<file path="config.mk">
export PLATFORM = sky130hd
export DESIGN_NAME = deser8_1
export DESIGN_NICKNAME = d
export VERILOG_FILES = /design/src/rtl/deser_pkg.sv /design/src/rtl/decoder3_8.sv /design/src/rtl/deser8_1.sv
export SDC_FILE = /design/constraint.sdc
export NUM_CORES = 1
export LEC_CHECK = 0
export BUFFER_PORTS_ARGS = -buffer_cell sky130_fd_sc_hd__buf_2
export CORE_UTILIZATION = 43
export DETAILED_ROUTE_END_ITERATION = 7
export PLACE_DENSITY = 0.74
export SLEW_MARGIN = 10
export SYNTH_ARGS = -nofsm -noshare
export SYNTH_HDL_FRONTEND = slang
export SYNTH_SLANG_ARGS = --single-unit
</file>
<file path="constraint.sdc">
create_clock -name clk -period 1.1 [get_ports clk]
set_input_delay 0.22 -clock clk [delete_from_list [all_inputs] [get_ports clk]]
set_output_delay 0.22 -clock clk [all_outputs]
set_load 0.005 [all_outputs]
</file>
<file path="src/rtl/deser_pkg.sv">
// Shared types and widths for the bit-serial receive deserializer.
package deser_pkg;
    typedef enum logic {FILL, FULL} deser_state_t;
    localparam int WORD_W = 8;
    localparam int IDX_W  = 3;
endpackage

</file>
<file path="src/rtl/decoder3_8.sv">
// 3:8 one-hot decoder producing per-bit write enables for the data register.
// Latency: combinational. Backpressure: none, output is zero when en is low.
module decoder3_8 (
    input  logic       en,
    input  logic [2:0] sel,
    output logic [7:0] out
);
    assign out = en ? (8'b0000_0001 << sel) : 8'b0000_0000;
endmodule

</file>
<file path="src/rtl/deser8_1.sv">
// Serial-to-parallel deserializer: one bit per accept, 8-bit word out on valid/ready.
// Latency: word valid the cycle after the 8th accepted bit; 1 bit/cycle sustained.
// Backpressure: while a full word waits, in_ready follows out_ready and nothing moves.
module deser8_1
    import deser_pkg::*;
#(
    parameter int LSB_FIRST = 1
) (
    input  logic       clk,
    input  logic       reset,
    input  logic       in_bit,
    input  logic       in_valid,
    output logic       in_ready,
    input  logic       clear,
    output logic [7:0] out_data,
    output logic       out_valid,
    input  logic       out_ready,
    output logic [2:0] fill_count
);
    deser_state_t      state;
    logic [IDX_W-1:0]  idx;
    logic [WORD_W-1:0] data;
    logic              full;
    logic              accept;
    logic              handshake;
    logic              wr_en;
    logic [IDX_W-1:0]  wr_idx;
    logic [IDX_W-1:0]  slot;
    logic [WORD_W-1:0] bit_we;

    assign full       = (state == FULL);
    assign in_ready   = full ? out_ready : 1'b1;
    assign out_valid  = full;
    assign out_data   = data;
    assign fill_count = full ? '0 : idx;

    assign accept    = in_valid & in_ready;
    assign handshake = full & out_ready;
    // clear only matters while filling; a completed word is never discarded
    assign wr_en     = accept & (full | ~clear);
    // a bit accepted alongside delivery is the first bit of the next word
    assign wr_idx    = full ? '0 : idx;
    assign slot      = (LSB_FIRST != 0) ? wr_idx : (IDX_W'(WORD_W - 1) - wr_idx);

    decoder3_8 u_dec (
        .en  (wr_en),
        .sel (slot),
        .out (bit_we)
    );

    always_ff @(posedge clk) begin
        if (!reset) begin
            state <= FILL;
            idx   <= '0;
            data  <= '0;
        end else begin
            for (int i = 0; i < WORD_W; i++) begin
                if (bit_we[i]) data[i] <= in_bit;
            end
            case (state)
                FILL: begin
                    if (clear) begin
                        idx <= '0;
                    end else if (accept) begin
                        idx <= idx + 1'b1;
                        if (idx == IDX_W'(WORD_W - 1)) state <= FULL;
                    end
                end
                FULL: begin
                    if (handshake) begin
                        state <= FILL;
                        idx   <= accept ? IDX_W'(1) : '0;
                    end
                end
            endcase
        end
    end
endmodule

</file>
==> results.py <==
metrics = {
    "worst_setup_path": {
        "worst-path-max-fanout": 6,
        "cp-end-kind": "output pin",
        "required_ns": 0.88,
        "slowest_delay_ns": 0.39,
        "timing.rr.start": "out_valid",
        "cp.arrival_ns": 1.02,
        "crit_start": "out_valid",
        "worst_path_max_delay_cell": "dfxtp_4",
        "r2r-end": "out_data[0]",
        "worst-r2r-setup-slack_ns": -0.09,
        "crit_chain": "and2b_1 -> inv_2 -> buf_2",
        "reg2regPathDepth": 4,
        "start_kind": "register",
        "setup.worst_path.class": "register to output pin",
    },
    "power": {
        "leakage_nw": 0.437,
        "peakVddDrop_v": 0.000762,
        "powerDensity_nw_per_um2": 974,
        "report.power.total_mw": 0.895,
    },
    "synthesis": {
        "yosysWarnings": 0,
        "syn_avg_cell_area_um2": 8.78,
        "synth-seq-cells": 12,
        "syn_nets": 78,
        "ys.flop_type": "dfxtp_1",
        "synth_edf_count": 0,
        "yosys.area.top_type": "dfxtp_1",
        "synthTopCellsByCount": "12 x dfxtp_1, 9 x nand2_1, 7 x mux2i_1",
        "netlist_area_um2": 614,
        "yosys.area.top_type_share": 0.391,
        "synth.distinct_cells": 24,
        "ys_top_cells_by_area": "dfxtp_1 39%, mux2i_1 11%, nand2_1 5.5%",
        "synth_most_common_cell": "dfxtp_1",
        "async_flop_share": 0,
        "ys_seq_area_frac": 0.391,
        "netlist_instances": 70,
    },
    "layout": {
        "final-instance-count-excl-fill": 115,
        "final_util": 0.697,
        "nNetsFinal": 109,
        "fillers": 102,
        "finalInstanceArea_um2": 918,
        "layout-drive-gt1-share": 0.510,
        "syn_to_final_growth_pct": 49.5,
        "seqCellArea_um2": 253,
        "diodes": 0,
        "multi_input_area_um2": 418,
    },
    "clock_network": {
        "htree_levels": 1,
        "cts_tree": "built",
        "cts-root-buf": "clkbuf_4",
        "clkSlewWorstSetupHoldPaths_ns": 0.08,
        "clock_path_buffers": 2,
        "cts_hold_buf": 0,
        "cts_buffers": 3,
        "insertion_delay_ns": 0.28,
        "clkSinkCount": 12,
    },
    "floorplanning": {
        "rows": 13,
        "dieWidth_um": 39.8,
        "ios": 19,
        "initial_utilization": 0.466,
        "die_area_um2": 1580,
        "die_y_um": 39.8,
        "core_um2": 1320,
    },
    "placed_design": {
        "pre_cts_ws_ns": -0.0859,
        "dp_cells": 107,
        "portBuffers": 18,
        "place.gp.congestion": 0.814,
        "post-dp-hpwl_um": 1020,
        "post_dp_cell_area_um2": 756,
    },
    "run": {
        "drv_cap": 0,
    },
    "timing": {
        "relSlewSlack": 0.819,
        "fmax_mhz": 808,
        "slew_violations": 0,
        "fin_setup_tns_ns": -0.521,
        "timing.final.crit_share": 1.13,
        "hold_violations": 0,
        "rsz0062_at_grt": "true",
        "worstMarginPinSlew_ns": 0.269,
        "hold-worst-slack_ns": 0.199,
        "skew_ns": 0.00122,
        "min_period_ns": 1.24,
        "setup_slack_ns": -0.138,
        "setup_viol": 7,
    },
    "route": {
        "via_per_inst": 5.38,
        "num_vias": 619,
        "drc_errors": 0,
        "wl_per_cell_um": 13.6,
        "dr.pass1.iters": 2,
        "wl_um": 1560,
        "dr.first_iter.drc_count": 4,
        "ant_nets": 0,
    },
    "global_routing": {
        "grt.overflow.total": 0,
        "grt_max_degree": 10,
        "grt_pass1_wl_um": 2330,
        "antenna_found_initial": 0,
        "grt_pass1_vias": 549,
        "track_usage": 0.224,
    },
    "min_path": {
        "hold-path-endpoint": "out_data[4]",
        "whs_path_depth": 3,
        "hold_path.startpoint": "in_bit",
        "hold_path_class": "input pin to register",
    },
    "run_status": {
        "violations": "negative setup slack",
        "status": "complete, but fails checks",
    },
}
==> cells in the final DEF (no fill, tap or decap), drive strengths merged <==
cell type  netlist  layout
nand3b           1       1
dfxtp           12      12
ha               2       2
nor4             1       1
o221ai           1       1
inv              3       3
a21bo            1       1
nor4b            1       1
nand4            4       4
a21oi            5       5
and2             1       1
o21ai            4       4
clkbuf           0       4
nand2            9       9
mux2i            7       7
buf              4      30
and4bb           1       1
nor3             2       2
nand3            4       4
and2b            1       1
nor2             2       2
nor2b            4       4
==> what timing repair did <==
item,in CTS,in global routing
pin swaps,0,6
setup buffers,4,0
resized for setup,12,13
setup endpoints to repair,11,13
==> metal layers <==
metal  GRT usage  share of wire  wire length (um)  vias to the layer above
met1       0.283           0.48               756                      289
met5           0              0                 0                        -
met4       0.103          0.026                41                        0
li1            -              -                 -                      312
met2       0.352           0.45               711                       14
met3      0.0511          0.035                55                        4
==> how the worst max path moves through the flow <==
stage / to
after detailed placement: idx[0]
after global routing: in_ready
after global placement: idx[0]
after CTS: in_ready
after floorplan: out_data[0]
final: in_ready
==> sequential cells by signal, indices dropped and copies added (netlist names) <==
signal     count
out_data       8
idx            3
out_valid      1
==> final cells by class <==
cell class,count,share of cell area
repair buffers,30,0.198
flip-flops and latches,12,0.275
inverters,3,0.0123
clock buffers,4,0.0395
well taps,15,0.0204
multi-input cells,51,0.455
==> report_power, final <==
group / switching, mW / internal (mW)
logic: 0.0466 / 0.0425
registers: 0.00836 / 0.433
clock network: 0.162 / 0.202
==> logic make-up (layout without fill, tap and decap cells) <==
family | after synthesis | in the layout | synth area share
DFF | 12 | 12 | 0.391
adders and majority gates | 2 | 2 | 0.0407
buffers and inverters | 7 | 37 | 0.0631
muxes | 7 | 7 | 0.114
and+or+nand+nor | 31 | 31 | 0.287
AOI/OAI and AO/OA | 11 | 11 | 0.104
==> worst max-delay path, delay by kind of cell (launching register included) <==
| kind | cells | cell delay, ns |
|---|---|---|
| and+or+nand+nor | 1 | 0.18 |
| DFF | 1 | 0.39 |
| buffers and inverters | 2 | 0.17 |
Note: power is estimated with default switching activity, not from simulation.
